==> src/rtl/pipelined_adder_seg.sv <==
// -----------------------------------------------------------------------------
// pipelined_adder_seg
//
// Purpose:
//   Unsigned WIDTH-bit adder/subtractor whose carry chain is cut into
//   SEG_WIDTH-bit segments, one segment per pipeline stage, so the critical
//   path is one SEG_WIDTH-bit add regardless of WIDTH. Valid/ready flow
//   control with a single global stall; latency is NUM_SEG+1 cycles.
//
// Ports:
//   clk        rising-edge clock
//   reset      asynchronous, active-high reset
//   in_valid   a/b/sub valid this cycle
//   in_ready   block accepts input this cycle (= !stall)
//   a, b       unsigned operands, WIDTH bits
//   sub        0: a+b, 1: a-b
//   out_valid  sum valid
//   out_ready  downstream accepts sum
//   sum        {carry-out, result}; for sub, carry-out=1 means no borrow
// -----------------------------------------------------------------------------
module pipelined_adder_seg #(
    parameter int WIDTH     = 32,
    parameter int SEG_WIDTH = 8
) (
    input  logic             clk,
    input  logic             reset,
    input  logic             in_valid,
    output logic             in_ready,
    input  logic [WIDTH-1:0] a,
    input  logic [WIDTH-1:0] b,
    input  logic             sub,
    output logic             out_valid,
    input  logic             out_ready,
    output logic [WIDTH:0]   sum
);

    localparam int NUM_SEG = (WIDTH + SEG_WIDTH - 1) / SEG_WIDTH;

    logic               w_stall;
    logic [NUM_SEG-1:0] w_cout;

    // r_valid[k] / r_carry[k] belong to pipeline stage k. r_carry[0] is the
    // registered sub bit, which doubles as the carry-in of segment 0.
    logic [NUM_SEG:0]   r_valid;
    logic [NUM_SEG:0]   r_carry;

    assign w_stall   = r_valid[NUM_SEG] & ~out_ready;
    assign in_ready  = ~w_stall;
    assign out_valid = r_valid[NUM_SEG];

    always_ff @(posedge clk or posedge reset) begin
        if (reset) begin
            r_valid <= '0;
            r_carry <= '0;
        end else if (!w_stall) begin
            r_valid <= {r_valid[NUM_SEG-1:0], in_valid};
            r_carry <= {w_cout, sub};
        end
    end

    // One block per segment. Block gi holds the stage-gi operand registers
    // (only the bits from segment gi upward are still needed, so the operand
    // registers shrink as the pipe advances) and the stage-(gi+1) result
    // register, which grows to hold every segment computed so far.
    for (genvar gi = 0; gi < NUM_SEG; gi++) begin : g_seg
        localparam int LO = gi * SEG_WIDTH;
        localparam int HI = ((gi + 1) * SEG_WIDTH > WIDTH) ? (WIDTH - 1)
                                                           : ((gi + 1) * SEG_WIDTH - 1);
        localparam int SW = HI - LO + 1;

        logic [WIDTH-1:LO] r_a;
        logic [WIDTH-1:LO] r_b;
        logic [HI:0]       r_res;
        logic [SW:0]       w_seg;

        // Segment add; the ragged last segment simply has SW < SEG_WIDTH and
        // its carry comes out of bit WIDTH-1.
        assign w_seg      = {1'b0, r_a[HI:LO]} + {1'b0, r_b[HI:LO]} + {{SW{1'b0}}, r_carry[gi]};
        assign w_cout[gi] = w_seg[SW];

        if (gi == 0) begin : g_first
            // Input register: b is pre-inverted for subtract, the +1 comes
            // in through the segment-0 carry.
            always_ff @(posedge clk or posedge reset) begin
                if (reset) begin
                    r_a   <= '0;
                    r_b   <= '0;
                    r_res <= '0;
                end else if (!w_stall) begin
                    r_a   <= a;
                    r_b   <= b ^ {WIDTH{sub}};
                    r_res <= w_seg[SW-1:0];
                end
            end
        end else begin : g_next
            always_ff @(posedge clk or posedge reset) begin
                if (reset) begin
                    r_a   <= '0;
                    r_b   <= '0;
                    r_res <= '0;
                end else if (!w_stall) begin
                    r_a   <= g_seg[gi-1].r_a[WIDTH-1:LO];
                    r_b   <= g_seg[gi-1].r_b[WIDTH-1:LO];
                    r_res <= {w_seg[SW-1:0], g_seg[gi-1].r_res};
                end
            end
        end
    end

    assign sum = {r_carry[NUM_SEG], g_seg[NUM_SEG-1].r_res};

endmodule

==> config.mk <==
export PLATFORM = sky130hd
export DESIGN_NAME = pipelined_adder_seg
export DESIGN_NICKNAME = d
export VERILOG_FILES = /design/src/rtl/pipelined_adder_seg.sv
export SDC_FILE = /design/constraint.sdc
export NUM_CORES = 1
export LEC_CHECK = 0
export ABC_AREA = 1
export ABC_CLOCK_PERIOD_IN_PS = 9580
export BUFFER_PORTS_ARGS = -buffer_cell sky130_fd_sc_hd__buf_2
export CORE_ASPECT_RATIO = 1.25
export CORE_MARGIN = 2
export CORE_UTILIZATION = 40
export CTS_BUF_LIST = sky130_fd_sc_hd__clkbuf_2 sky130_fd_sc_hd__clkbuf_4 sky130_fd_sc_hd__clkbuf_8
export DETAILED_ROUTE_END_ITERATION = 8
export MAX_ROUTING_LAYER = met4
export PLACE_DENSITY = 0.63
export SLEW_MARGIN = 10
export SYNTH_ARGS = -nofsm -noshare
export SYNTH_HDL_FRONTEND = slang
export SYNTH_SLANG_ARGS = --single-unit
==> constraint.sdc <==
create_clock -name clk -period 9.58 [get_ports clk]
set_input_delay 0.479 -clock clk [delete_from_list [all_inputs] [get_ports clk]]
set_output_delay 0.479 -clock clk [all_outputs]
set_load 0.01 [all_outputs]
==> results of run 1 <==
[placed cells by master, fill, tap and decap left out]
cell type   Yosys  layout
nand2_1       538     538
dfrtp_1       250     250
o21ai_0       142     142
buf_2          36     103
inv_1          89      88
clkbuf_8        0      50
nand3_1        32      32
xnor2_1        32      32
ha_1           28      28
a21oi_1        17      17
nor2_1         16      16
nand3b_1       10      10
clkbuf_4        0       9
fa_1            8       8
buf_4           7       6
clkinv_2        0       4
inv_6           0       2
o22ai_1         2       2
or2_2           2       2
a211oi_1        2       2
xor2_1          2       2
nor2_4          1       1
nand4_1         1       1
inv_8           0       1
bufinv_16       0       1
clkinvlp_4      0       1
[worst reg2reg max path, cell delays in order (launching register included)]
cell and delay (ns):
dfrtp_1 0.33, inv_1 0.06, nor2_4 0.54, buf_4 0.62, buf_4 0.94, o21ai_0 0.27
[metrics by stage]
stage | std cells | cell area (um^2) | total power (uW)
6_report | 1693 | 12400 | 4150
2_1_floorplan | 1233 | 10900 | 2850
4_1_cts | 1693 | 12400 | 4220
5_1_grt | 1693 | 12400 | 4570
3_5_place_dp | 1627 | 11600 | 3240
3_3_place_gp | 1627 | 11600 | 3190
[state kept, by name, summed over array words and instances (netlist names)]
signal,flops
g_seg.r_b,80
r_valid,5
g_seg.r_a,80
g_seg.r_res,80
r_carry,5
[Yosys cell counts, drive strengths merged]
cell / count
nor2: 17
o21ai: 142
a211oi: 2
nand3b: 10
nand4: 1
fa: 8
clkbuf: 13
or2: 2
xnor2: 32
inv: 90
xor2: 2
o22ai: 2
buf: 47
a21oi: 17
nand2: 538
ha: 28
nand3: 32
dfrtp: 250
[worst max path at each step]
stage          startpoint                to  slack, ns  depth (start not counted)
2_1_floorplan       reset   g_seg[0].r_a[0]       2.23                          1
3_3_place_gp    out_ready  g_seg[0].r_b[17]       6.45                          5
3_5_place_dp    out_ready   g_seg[0].r_b[2]       6.36                          5
4_1_cts        r_valid[4]   g_seg[0].r_b[2]       6.57                          5
5_1_grt        r_valid[4]  g_seg[0].r_b[21]       6.31                          5
6_report       r_valid[4]   g_seg[0].r_b[2]       6.66                          5
[area by class of cell]
cell class	count	share of cell area, %
timing repair buffer	109	4.52
clock inverter	7	0.535
sequential	250	50.5
multi-input combinational	833	32.1
clock buffer	59	6.10
inverter	90	2.83
tap	345	3.48
[cell families after synthesis]
logic type	count (synthesis)
flip-flops	250
buffers and inverters	150
AO/OA/AOI/OAI	163
AND/OR/NAND/NOR	600
XOR/XNOR	34
adder cells (fa/ha/maj)	36
[where the power goes]
part | internal (uW) | leakage, uW | switching, uW | total (uW)
logic | 538 | 0.00298 | 887 | 1430
clock network | 530 | 0.000435 | 410 | 940
registers | 1530 | 0.00303 | 260 | 1790
total | 2600 | 0.00645 | 1560 | 4150
[routing by layer]
metal / vias up / share of wire (%)
met5: - / 0
met4: 0 / 2.3
met3: 44 / 3.8
met2: 131 / 42
met1: 3528 / 52
li1: 4043 / -
==> flow_summary_export.csv, run 1 <==
group,metric,value,unit
setup_path,criticalPathCategory,"flop to flop",
die,die_height,189,um
timing,setup_slack,6.66,ns
timing,worst_pin_slew,1.06,ns
route,drtIter0Drc,436,
logic_synthesis,ys_types,22,
setup_path,r2r_end,"g_seg[0].r_b[2]",
setup_path,endpoint_kind,"flop",
logic_synthesis,synth.avg_cell_area,8.84,um^2
outcome,status,"complete, no violations",
placement,hpwlAfterDp,13500,um
final_layout,n_fill_cell,2701,
setup_path,max_stage_delay,0.92,ns
logic_synthesis,synth_xor_area_share,2.73,%
clock_tree,cts_root_buffer,"clkbuf_8",
logic_synthesis,synth_seq_cells,250,
clock_tree,hold_buffers,0,
clock_tree,post-cts-setup-buffers,0,
route,wire_per_inst,12.8,um
die,rows,67,
setup_path,cp_num_buf_inv,3,
global_routing,grt_pass1_wl,37900,um
logic_synthesis,yosysWarningCount,0,
setup_path,crit_family,"buffers and inverters",
setup_path,crit_path_max_fanout,116,
setup_path,r2r-start,"r_valid[4]",
clock_tree,insertion_delay,0.54,ns
power,p_per_area,335,nW/um^2
flow_run,max_cap_viol_count,0,
setup_path,cp-start-kind,"flop",
clock_tree,cts_tree,"yes",
global_routing,antenna_found_initial,0,
die,die_area,28600,um^2
final_layout,multi_input_area,3980,um^2
global_routing,grt_usage,16.6,%
route,ant_nets,0,
logic_synthesis,seq_area_frac_synth,57.4,%
clock_tree,cts_sinks,250,
die,core-area,26800,um^2
setup_path,worst_path_max_delay_cell,"buf_4",
final_layout,final_core_util,46.2,%
logic_synthesis,synth_top_family_by_area,"simple AND/OR/NAND/NOR gates",
final_layout,layout-drive-gt1-share,13.4,%
clock_tree,path_clk_slew,0.06,ns
logic_synthesis,synth_compound_gate_area_share,7.56,%
logic_synthesis,yosys.area_share.simple,21.5,%
route,firstDrtPassIters,5,
logic_synthesis,synth_area,10900,um^2
final_layout,antennaDiodeCount,0,
clock_tree,cts_max_level,2,
timing,rsz0062_at_grt,"false",
placement,dp_slack,6.36,ns
global_routing,grt_util_met1,24.4,%
timing,setup_violations,0,
timing,slew_viol_final,0,
setup_path,ff2ff_path_depth,5,
die,initial_core_util,40.6,%
timing,hold_ws,0.111,ns
timing,min_period_over_period,30.5,%
clock_tree,cts-resized-gates,0,
setup_path,critPathRequiredTime,9.95,ns
die,die_w,152,um
timing,final.setup.tns,0,ns
logic_synthesis,yosys.area_share.adder,4.68,%
global_routing,grt_use_met3,2.83,%
logic_synthesis,synth_area_leaders,"dfrtp_1, nand2_1, o21ai_0",
placement,portBuffers,103,
route,vias,7746,
die,ioPinCount,104,
timing,max_freq,343,MHz
route,drt_wl_total,21700,um
power,vdd_drop_max,0.000124,V
logic_synthesis,synthesis.instances,1233,
timing,max-slew-margin-rel,29.4,%
logic_synthesis,muxShareOfSynthArea,0,%
global_routing,grt_start_max_net_pins,132,
logic_synthesis,syn-num-nets,1338,
final_layout,layout.area.seq,6260,um^2
global_routing,overflow,0,
global_routing,grt-busiest-layer,"met1",
setup_path,reg2reg_slack,6.66,ns
setup_path,crit_chain,"inv_1 -> nor2_4 -> buf_4 -> buf_4 -> o21ai_0",
power,p_leak,0.00645,uW
timing,fin_skew,0.0124,ns
clock_tree,cts_buffers,40,
setup_path,critPathMostFrequentCell,"buf_4",
setup_path,crit_arrival,3.29,ns
logic_synthesis,synth.top_cell.area_share,57.4,%
timing,finalHoldViolCount,0,
timing,final.min_clock_period,2.92,ns
worst_hold_path,hold_class,"input pin to asynchronous set/reset pin",
global_routing,gr-usage-met2,23.4,%
placement,place_congestion,0.817,
final_layout,area_growth,13.8,%
final_layout,fin_nets,1429,
global_routing,grt_pass1_vias,7958,
route,drc_errors,0,
route,via_per_inst,4.58,
clock_tree,cts_buffer_depth,3,
logic_synthesis,yosysTopAreaCell,"dfrtp_1",
Power figures use the tool's default switching activity.
==> run 2: changes to the inputs <==
--- a/config.mk
+++ b/config.mk
@@ -6,7 +6,7 @@
 export NUM_CORES = 1
 export LEC_CHECK = 0
 export ABC_AREA = 1
-export ABC_CLOCK_PERIOD_IN_PS = 9580
+export ABC_CLOCK_PERIOD_IN_PS = 2600
 export BUFFER_PORTS_ARGS = -buffer_cell sky130_fd_sc_hd__buf_2
 export CORE_ASPECT_RATIO = 1.25
 export CORE_MARGIN = 2
@@ -14,7 +14,7 @@
 export CTS_BUF_LIST = sky130_fd_sc_hd__clkbuf_2 sky130_fd_sc_hd__clkbuf_4 sky130_fd_sc_hd__clkbuf_8
 export DETAILED_ROUTE_END_ITERATION = 8
 export MAX_ROUTING_LAYER = met4
-export PLACE_DENSITY = 0.63
+export PLACE_DENSITY = 0.65
 export SLEW_MARGIN = 10
 export SYNTH_ARGS = -nofsm -noshare
 export SYNTH_HDL_FRONTEND = slang
==> constraint.sdc (replaced) <==
create_clock -name clk -period 2.6 [get_ports clk]
set_input_delay 0.13 -clock clk [delete_from_list [all_inputs] [get_ports clk]]
set_output_delay 0.13 -clock clk [all_outputs]
set_load 0.01 [all_outputs]
==> flow_summary_export.csv, run 2 (synthesized netlist as in run 1, its figures left out) <==
group,metric,value,unit
route,firstDrtPassIters,4,
route,ant_nets,0,
setup_path,criticalPathCategory,"flop to output pin",
final_layout,reg_top3,"g_seg.r_a: 80 flops, g_seg.r_b: 80 flops, g_seg.r_res: 80 flops",
clock_tree,cts-resized-gates,0,
final_layout,mostFrequentLayoutCell,"nand2_1",
clock_tree,hold_buffers,66,
die,ioPinCount,104,
placement,portBuffers,103,
placement,hpwlAfterDp,14200,um
final_layout,layout-drive-gt1-share,13.8,%
timing,setup_violations,0,
flow_run,max_cap_viol_count,0,
clock_tree,cts_sinks,250,
setup_path,critPathRequiredTime,2.47,ns
route,vias,8071,
final_layout,fin_nets,1504,
placement,placedCellCount,1636,
global_routing,grt_pass1_vias,7772,
timing,rsz0062_at_grt,"false",
route,drtIter0Drc,577,
timing,min_period_over_period,82.2,%
worst_hold_path,hold_class,"input pin to asynchronous set/reset pin",
timing,max_freq,468,MHz
global_routing,antenna_found_initial,0,
clock_tree,cts_buffer_depth,3,
placement,place_congestion,0.833,
die,initial_core_util,40.6,%
timing,finalHoldViolCount,0,
timing,slew_viol_final,0,
die,die_area,28600,um^2
final_layout,area_growth,21.4,%
setup_path,cp-start-kind,"flop",
die,die_w,152,um
clock_tree,cts_root_buffer,"clkbuf_8",
die,die_height,189,um
setup_path,endpoint_kind,"output pin",
clock_tree,cts_buffers,40,
setup_path,crit_path_max_fanout,75,
global_routing,grt_start_max_net_pins,222,
final_layout,instances_no_fill,1776,
route,drt_wl_total,22400,um
clock_tree,path_clk_slew,0.06,ns
timing,fin_skew,0.0244,ns
outcome,status,"complete, no violations",
final_layout,layout.area.seq,6260,um^2
global_routing,grt_usage,16.7,%
clock_tree,cts_max_level,2,
die,rows,67,
clock_tree,insertion_delay,0.55,ns
clock_tree,cts_tree,"yes",
setup_path,crit_arrival,2.01,ns
power,vdd_drop_max,0.000489,V
die,core-area,26800,um^2
route,wire_per_inst,12.6,um
timing,final.setup.tns,0,ns
timing,final.min_clock_period,2.14,ns
global_routing,overflow,0,
power,p_per_area,1170,nW/um^2
global_routing,grt_pass1_wl,38100,um
clock_tree,post-cts-setup-buffers,0,
final_layout,antennaDiodeCount,0,
route,drc_errors,0,
power,p_leak,0.00681,uW
final_layout,final_cell_mix,"nand2_1, dfrtp_1, o21ai_0",
timing,worst_pin_slew,0.921,ns
final_layout,n_fill_cell,2581,
route,via_per_inst,4.54,
final_layout,multi_input_area,3980,um^2
timing,max-slew-margin-rel,38.6,%
run 2: layout make-up:
type | instances | share of cell area, %
clock buffers | 67 | 6.12
clock inverters | 7 | 0.359
inverters | 90 | 2.62
multi-input cells | 833 | 30.1
flip-flops and latches | 250 | 47.3
well taps | 345 | 3.26
repair buffers | 184 | 10.3
run 2: path summary, 6_finish.rpt:
| path | depth (start not counted) | endpoint | slack, ns | startpoint |
|---|---|---|---|---|
| worst max-delay path | 5 | in_ready | 0.46 | r_valid[4] |
| worst min-delay path | 3 | g_seg[2].r_a[28] | 0.21 | reset |
| worst max register to register | 8 | r_carry[4] | 0.61 | r_carry[3] |
| worst min register to register | 2 | r_valid[4] | 0.46 | r_valid[3] |
| max in group asynchronous | 4 | g_seg[2].r_b[23] | 1.69 | reset |
| min in group clk | 3 | r_carry[0] | 0.25 | sub |
run 2: per-layer routing:
layer	up-vias	part of all wire, %	track usage (%)	wire length (um)
met1	3679	51	24.8	11400
li1	4188	-	-	-
met2	168	43	23.5	9570
met3	36	4.4	3.00	985
met5	-	0	-	0
met4	0	2.0	5.27	457
run 2: through the flow:
step | total power [uW] | utilization (%) | hold slack, ns | instance area, um^2 | worst slack, ns
floorplan | 10500 | - | 0.240 | 10900 | -0.818
CTS | 15700 | 49.3 | 0.207 | 13200 | 0.409
finish | 15500 | 49.3 | 0.213 | 13200 | 0.464
detailed placement | 12000 | 43.7 | 0.251 | 11700 | 0.625
global placement | 11800 | 43.7 | 0.257 | 11700 | 0.667
global route | 17000 | 49.3 | 0.228 | 13200 | 0.315
run 2: power breakdown:
part           total, uW  internal, uW  switching [uW]
combinational       5410          2100            3310
clock               3500          1980            1530
sequential          6570          5620             946
total              15500          9700            5780
run 2: worst max-delay path, stage by stage, from the launching register on:
cell     delay (ns)
dfrtp_1        0.37
inv_1          0.09
nor2_4         0.06
inv_6          0.40
buf_4          0.35
buf_2          0.17
